File: src/rtl/mpc_grid_ctrl_pkg.sv
// Shared types and helpers for the pad multiplexer: FSM states, select-width helper,
// and the bit positions of each edge's select inside the packed config word.
package mpc_pkg;

    typedef enum logic [1:0] {
        ST_ACTIVE = 2'd0,
        ST_BLANK  = 2'd1,
        ST_COMMIT = 2'd2
    } mpc_state_e;

    // Config word is {north_sel, east_sel, west_sel}; these index the SW-wide fields.
    localparam int EDGE_WEST  = 0;
    localparam int EDGE_EAST  = 1;
    localparam int EDGE_NORTH = 2;
    localparam int NUM_EDGES  = 3;

    function automatic int sel_w(input int n);
        return (n <= 2) ? 1 : $clog2(n);
    endfunction

endpackage

File: src/rtl/mpc_grid_ctrl_edge_mux.sv
// One pad edge: picks macro sel_i's o/oe slice out of N packed W-bit buses.
// A select with no matching macro, or an asserted blank, yields all zeros.
module mpc_edge_mux #(
    parameter int N  = 4,
    parameter int W  = 8,
    parameter int SW = 2
) (
    input  logic [SW-1:0]  sel_i,
    input  logic           blank_i,
    input  logic [N*W-1:0] o_i,
    input  logic [N*W-1:0] oe_i,
    output logic [W-1:0]   o_o,
    output logic [W-1:0]   oe_o
);

    always_comb begin
        o_o  = '0;
        oe_o = '0;
        if (!blank_i) begin
            for (int i = 0; i < N; i++) begin
                if (sel_i == SW'(i)) begin
                    o_o  = o_i[i*W +: W];
                    oe_o = oe_i[i*W +: W];
                end
            end
        end
    end

endmodule

File: src/rtl/mpc_grid_ctrl.sv
// Pad multiplexer for an NH x NV macro grid with handshaked, guard-blanked reconfiguration.
// Optional auto-scan through all macros is enabled with `define MPC_AUTO_SCAN_EN.
module mpc_grid_ctrl
    import mpc_pkg::*;
#(
    parameter int NH           = 2,
    parameter int NV           = 2,
    parameter int NW           = 10,
    parameter int WW           = 14,
    parameter int EW           = 14,
    parameter int GUARD_CYCLES = 4,
`ifdef MPC_AUTO_SCAN_EN
    parameter int DWELL_CYCLES = 1024,
`endif
    localparam int NM = NH * NV,
    localparam int SW = sel_w(NH * NV)
) (
    input  logic              clk,
    input  logic              rst_n,
`ifdef MPC_AUTO_SCAN_EN
    input  logic              scan_en_i,
`endif
    input  logic [3*SW-1:0]   cfg_i,
    input  logic              cfg_valid_i,
    output logic              cfg_ready_o,
    input  logic [NM*NW-1:0]  north_o_i,
    input  logic [NM*NW-1:0]  north_oe_i,
    input  logic [NM*WW-1:0]  west_o_i,
    input  logic [NM*WW-1:0]  west_oe_i,
    input  logic [NM*EW-1:0]  east_o_i,
    input  logic [NM*EW-1:0]  east_oe_i,
    output logic [NW-1:0]     io_north_o,
    output logic [NW-1:0]     io_north_oe,
    output logic [WW-1:0]     io_west_o,
    output logic [WW-1:0]     io_west_oe,
    output logic [EW-1:0]     io_east_o,
    output logic [EW-1:0]     io_east_oe,
    output logic [3*SW-1:0]   active_cfg_o,
    output logic              cfg_err_o
);

    localparam int               CNT_W      = $clog2(GUARD_CYCLES) + 1;
    localparam logic [CNT_W-1:0] GUARD_LOAD = CNT_W'(GUARD_CYCLES - 1);

    mpc_state_e        state_q, state_d;
    logic [CNT_W-1:0]  cnt_q, cnt_d;
    logic [3*SW-1:0]   pend_q, pend_d;
    logic [3*SW-1:0]   active_q, active_d;
    logic              err_q, err_d;
    logic              blank;
    logic              pend_bad;

    logic [NW-1:0]     north_o_mux, north_oe_mux, north_o_q, north_oe_q;
    logic [WW-1:0]     west_o_mux, west_oe_mux, west_o_q, west_oe_q;
    logic [EW-1:0]     east_o_mux, east_oe_mux, east_o_q, east_oe_q;

`ifdef MPC_AUTO_SCAN_EN
    localparam int               DWELL_W    = $clog2(DWELL_CYCLES) + 1;
    localparam logic [DWELL_W-1:0] DWELL_LAST = DWELL_W'(DWELL_CYCLES - 1);

    logic [DWELL_W-1:0] dwell_q, dwell_d;
    logic [3*SW-1:0]    scan_cfg;

    // Every edge steps to the next macro; the last (or an invalid) index wraps to 0.
    always_comb begin
        scan_cfg = '0;
        for (int e = 0; e < NUM_EDGES; e++) begin
            if ({1'b0, active_q[e*SW +: SW]} < (SW+1)'(NM - 1))
                scan_cfg[e*SW +: SW] = active_q[e*SW +: SW] + 1'b1;
        end
    end
`endif

    always_comb begin
        pend_bad = 1'b0;
        for (int e = 0; e < NUM_EDGES; e++) begin
            if ({1'b0, pend_q[e*SW +: SW]} >= (SW+1)'(NM))
                pend_bad = 1'b1;
        end
    end

    always_comb begin
        state_d     = state_q;
        cnt_d       = cnt_q;
        pend_d      = pend_q;
        active_d    = active_q;
        err_d       = err_q;
        cfg_ready_o = 1'b0;
        blank       = 1'b1;
`ifdef MPC_AUTO_SCAN_EN
        dwell_d     = '0;
`endif
        case (state_q)
            ST_ACTIVE: begin
                cfg_ready_o = 1'b1;
                blank       = 1'b0;
                if (cfg_valid_i) begin
                    pend_d  = cfg_i;
                    cnt_d   = GUARD_LOAD;
                    state_d = ST_BLANK;
                end
`ifdef MPC_AUTO_SCAN_EN
                else if (scan_en_i) begin
                    if (dwell_q == DWELL_LAST) begin
                        pend_d  = scan_cfg;
                        cnt_d   = GUARD_LOAD;
                        state_d = ST_BLANK;
                    end else begin
                        dwell_d = dwell_q + 1'b1;
                    end
                end
`endif
            end
            ST_BLANK: begin
                if (cnt_q == '0) state_d = ST_COMMIT;
                else             cnt_d   = cnt_q - 1'b1;
            end
            ST_COMMIT: begin
                active_d = pend_q;
                err_d    = err_q | pend_bad;
                state_d  = ST_ACTIVE;
            end
            default: state_d = ST_ACTIVE;
        endcase
    end

    always_ff @(posedge clk or negedge rst_n) begin
        if (!rst_n) begin
            state_q  <= ST_ACTIVE;
            cnt_q    <= '0;
            pend_q   <= '0;
            active_q <= '0;
            err_q    <= 1'b0;
        end else begin
            state_q  <= state_d;
            cnt_q    <= cnt_d;
            pend_q   <= pend_d;
            active_q <= active_d;
            err_q    <= err_d;
        end
    end

`ifdef MPC_AUTO_SCAN_EN
    always_ff @(posedge clk or negedge rst_n) begin
        if (!rst_n) dwell_q <= '0;
        else        dwell_q <= dwell_d;
    end
`endif

    mpc_edge_mux #(.N(NM), .W(NW), .SW(SW)) u_mux_north (
        .sel_i   (active_q[EDGE_NORTH*SW +: SW]),
        .blank_i (blank),
        .o_i     (north_o_i),
        .oe_i    (north_oe_i),
        .o_o     (north_o_mux),
        .oe_o    (north_oe_mux)
    );

    mpc_edge_mux #(.N(NM), .W(WW), .SW(SW)) u_mux_west (
        .sel_i   (active_q[EDGE_WEST*SW +: SW]),
        .blank_i (blank),
        .o_i     (west_o_i),
        .oe_i    (west_oe_i),
        .o_o     (west_o_mux),
        .oe_o    (west_oe_mux)
    );

    mpc_edge_mux #(.N(NM), .W(EW), .SW(SW)) u_mux_east (
        .sel_i   (active_q[EDGE_EAST*SW +: SW]),
        .blank_i (blank),
        .o_i     (east_o_i),
        .oe_i    (east_oe_i),
        .o_o     (east_o_mux),
        .oe_o    (east_oe_mux)
    );

    // Pads only ever see a registered copy, so a blank state reaches them one edge later.
    always_ff @(posedge clk or negedge rst_n) begin
        if (!rst_n) begin
            north_o_q  <= '0;
            north_oe_q <= '0;
            west_o_q   <= '0;
            west_oe_q  <= '0;
            east_o_q   <= '0;
            east_oe_q  <= '0;
        end else begin
            north_o_q  <= north_o_mux;
            north_oe_q <= north_oe_mux;
            west_o_q   <= west_o_mux;
            west_oe_q  <= west_oe_mux;
            east_o_q   <= east_o_mux;
            east_oe_q  <= east_oe_mux;
        end
    end

    assign io_north_o   = north_o_q;
    assign io_north_oe  = north_oe_q;
    assign io_west_o    = west_o_q;
    assign io_west_oe   = west_oe_q;
    assign io_east_o    = east_o_q;
    assign io_east_oe   = east_oe_q;
    assign active_cfg_o = active_q;
    assign cfg_err_o    = err_q;

endmodule

File: config.mk
export PLATFORM = sky130hd
export DESIGN_NAME = mpc_grid_ctrl
export DESIGN_NICKNAME = d
export VERILOG_FILES = /design/src/rtl/mpc_grid_ctrl_pkg.sv /design/src/rtl/mpc_grid_ctrl_edge_mux.sv /design/src/rtl/mpc_grid_ctrl.sv
export SDC_FILE = /design/constraint.sdc
export NUM_CORES = 1
export LEC_CHECK = 0
export CAP_MARGIN = 20
export CORE_AREA = 4 4 150 152
export DETAILED_ROUTE_END_ITERATION = 7
export DIE_AREA = 0 0 154 156
export HOLD_SLACK_MARGIN = 0.06
export SLEW_MARGIN = 20
export SYNTH_ARGS = -nofsm -noshare
export SYNTH_HDL_FRONTEND = slang
export SYNTH_SLANG_ARGS = --single-unit
File: constraint.sdc
create_clock -name clk -period 2.5 [get_ports clk]
set_input_delay 0.5 -clock clk [delete_from_list [all_inputs] [get_ports clk]]
set_output_delay 0.5 -clock clk [all_outputs]
set_load 0.01 [all_outputs]
==> flow_metrics.env <==
export IMPL_fin_cells=978
export IMPL_hold_path_class="in2async"
export IMPL_cts_tree="yes"
export IMPL_max_stage_delay_ns=0.58
export IMPL_run_status="finished clean"
export IMPL_regArea_sq_um=2330
export IMPL_drt_total_wl_mm=20.01
export IMPL_path_delay_family="buffers and inverters"
export IMPL_critPathBufInv=1
export IMPL_overflow=0
export IMPL_min_period_ns=2.111
export IMPL_cellInternalPower_mw=5.592
export IMPL_postPlaceCellArea_sq_um=9230
export IMPL_antenna_found_initial=2
export IMPL_synth_top_area_frac=0.4677
export IMPL_clock_latency_ns=0.34
export IMPL_ir_drop_mv=0.3689
export IMPL_fin_tns_setup_ns=0
export IMPL_end_kind="primary output"
export IMPL_wire_per_inst_um=20.46
export IMPL_synth_edf_count=0
export IMPL_synth_top_area_cell="dfrtp_1"
export IMPL_multi_input_area_sq_um=2474
export IMPL_worst_pin_slew_ns=0.6087
export IMPL_synth_warnings=0
export IMPL_synth_nets=621
export IMPL_clockBufferDepth=2
export IMPL_drtIter0Drc=117
export IMPL_ys_seq_elements=93
export IMPL_finalCritPeriodShare=0.8442
export IMPL_vias_per_cell=4.468
export IMPL_vias=4370
export IMPL_die_w_um=154
export IMPL_area_growth_syn_to_layout_pct=91.50
export IMPL_pwr_share_seq=0.285
export IMPL_start_kind="flip-flop"
export IMPL_final_area_sq_um=9529
export IMPL_fillers=1865
export IMPL_power_density_nw_per_um2=861.1
export IMPL_clk_pin_slew_worst_paths_ns=0.07
export IMPL_rows=53
export IMPL_slew_violations=0
export IMPL_switchingPower_mw=2.613
export IMPL_syn_inst=306
export IMPL_grt_max_degree=55
export IMPL_max_cap_violations=0
export IMPL_fin_ws_ns=0.3894
export IMPL_final_nets=1011
export IMPL_seq_area_frac_synth=0.4677
export IMPL_yosysUniqueCellTypes=23
export IMPL_path_class="reg2out"
export IMPL_regToRegSetupSlack_ns=0.84
export IMPL_synth_area_per_cell_sq_um=16.26
export IMPL_yosysMostFrequentCell="dfrtp_1"
export IMPL_switching_share=0.3185
export IMPL_grt_pass1_wl_mm=29.25
export IMPL_dp_slack_ns=0.6482
export IMPL_critPathMaxFanout=8
export IMPL_core_sq_um=21020
export IMPL_p_comb_frac=0.545
export IMPL_r2r_start="active_cfg_o[4]"
export IMPL_max_slew_margin_rel=0.5933
export IMPL_synth_common_cells="dfrtp_1, and2_1, mux4_2, clkbuf_1, mux2_2"
export IMPL_cts_sinks=93
export IMPL_hold_viol_final=0
export IMPL_startpoint="state_q[0]"
export IMPL_rr_worst_depth=3
export IMPL_synth_main_ff_cell="dfrtp_1"
export IMPL_post_cts_resized=0
export IMPL_postRouteAntennaNets=0
export IMPL_cts_buffers=9
export IMPL_p_clk_frac=0.169
export IMPL_async_flop_share=1.000
export IMPL_p_leak_nw=3.743
export IMPL_port_buffers=395
export IMPL_r2r_end="io_north_o[3]"
export IMPL_die_y_um=156
export IMPL_drc=0
export IMPL_skew_ns=0.01114
export IMPL_dieArea_sq_um=24020
export IMPL_dp_hpwl_mm=16.66
export IMPL_start_util=0.2367
export IMPL_setup_viol=0
export IMPL_ios=397
export IMPL_holdBufCountCts=0
export IMPL_syn_area_sq_um=4976
export IMPL_firstDrtPassIters=4
export IMPL_place_gp_congestion=0.9451
export IMPL_crit_required_ns=2.00
export IMPL_cts_root_buf="clkbuf_16"
export IMPL_cp_arrival_ns=1.61
export IMPL_placed_cells=960
export IMPL_post_cts_setup_buffer_count=0
export IMPL_cp_cell_sequence="nor2_4 > clkdlybuf4s50_1"
export IMPL_cp_slowest_cell="clkdlybuf4s50_1"
export IMPL_layout_drive_gt1_share=0.1669
export IMPL_track_usage=0.1609
export IMPL_max_freq_mhz=473.8
export IMPL_synth_top_cells_by_area="dfrtp_1, mux4_2, and2_1"
export IMPL_grt_pass1_vias=5085
export IMPL_rsz0062_at_grt="no"
export IMPL_h_tree_depth=3
[layout by cell type, fill, tap and decap left out, drive strengths merged]
master         count
clkinv             3
mux4              76
clkdlybuf4s50    394
nor2b              1
bufinv             1
or4b               1
dfrtp             93
nor3b              1
diode              2
a22oi              2
o21ai              1
a22o               1
mux2              12
conb               1
clkbuf            11
nand2b             3
a31oi              1
and2              77
o21bai             1
nor2               1
ha                 2
buf               12
mux2i              2
inv                4
[power groups by stage]
| stage | Sequential, mW | Clock, mW | Combinational [mW] |
|---|---|---|---|
| 2_1_floorplan | 2.54 | 0 | 2.32 |
| 3_3_place_gp | 2.36 | 0 | 4.50 |
| 3_5_place_dp | 2.39 | 0 | 4.57 |
| 4_1_cts | 2.36 | 1.45 | 4.59 |
| 5_1_grt | 2.42 | 1.51 | 4.84 |
| 6_report | 2.34 | 1.39 | 4.47 |
[kinds of logic after synthesis]
logic type,synth area share
flops,0.4677
mux,0.3752
other cells,0.0007536
simple gates,0.1066
fa+ha+maj,0.005028
buf+inv,0.03621
compound gates,0.008549
[worst register-to-register path: stages (launching register included)]
cell     delay (ns)
dfrtp_1        0.42
buf_4          0.37
mux4_2         0.58
and2_1         0.18
[layer usage]
metal | vias up | wire length [um] | part of all wire | GRT usage
met1 | 2147 | 7217 | 0.36 | 0.1764
met5 | - | 0 | 0 | 0
met4 | 0 | 375 | 0.019 | 0.05551
met2 | 263 | 10630 | 0.53 | 0.2933
met3 | 22 | 1786 | 0.089 | 0.05187
li1 | 1938 | - | - | -
[per-stage QoR]
stage          power [mW]  utilization  hold slack, ns
4_1_cts             8.400       0.4531         0.08671
5_1_grt             8.764       0.4533          0.1121
3_3_place_gp        6.862       0.4391          0.4516
2_1_floorplan       4.864            -          0.2044
3_5_place_dp        6.957       0.4391          0.4563
6_report            8.205       0.4533         0.09235
[sequential cells by signal (all words and copies together) (netlist names)]
| register | count |
|---|---|
| cnt_q | 3 |
| io_east_o | 14 |
| pend_q | 6 |
| io_north_oe | 10 |
| active_cfg_o | 6 |
| io_east_oe | 14 |
| io_north_o | 10 |
| state_q | 2 |
| io_west_oe | 14 |
| io_west_o | 14 |
[area by class of cell]
class                      count  share of cell area
clock inverter                 5            0.006434
clock buffer                  11             0.02442
inverter                       3            0.001182
timing repair buffer         406              0.4273
antenna                        2           0.0005252
tap                          275             0.03611
multi-input combinational    183              0.2596
sequential                    93              0.2445
[worst max path at each step]
stage	cells past startpoint	endpoint	slack (ns)
floorplan	3	io_east_o[10]	1.0
global placement	3	pend_q[1]	0.66
detailed placement	3	pend_q[0]	0.65
CTS	2	cfg_ready_o	0.32
global route	2	cfg_ready_o	0.26
finish	2	cfg_ready_o	0.39
Power figures use the tool's default switching activity.
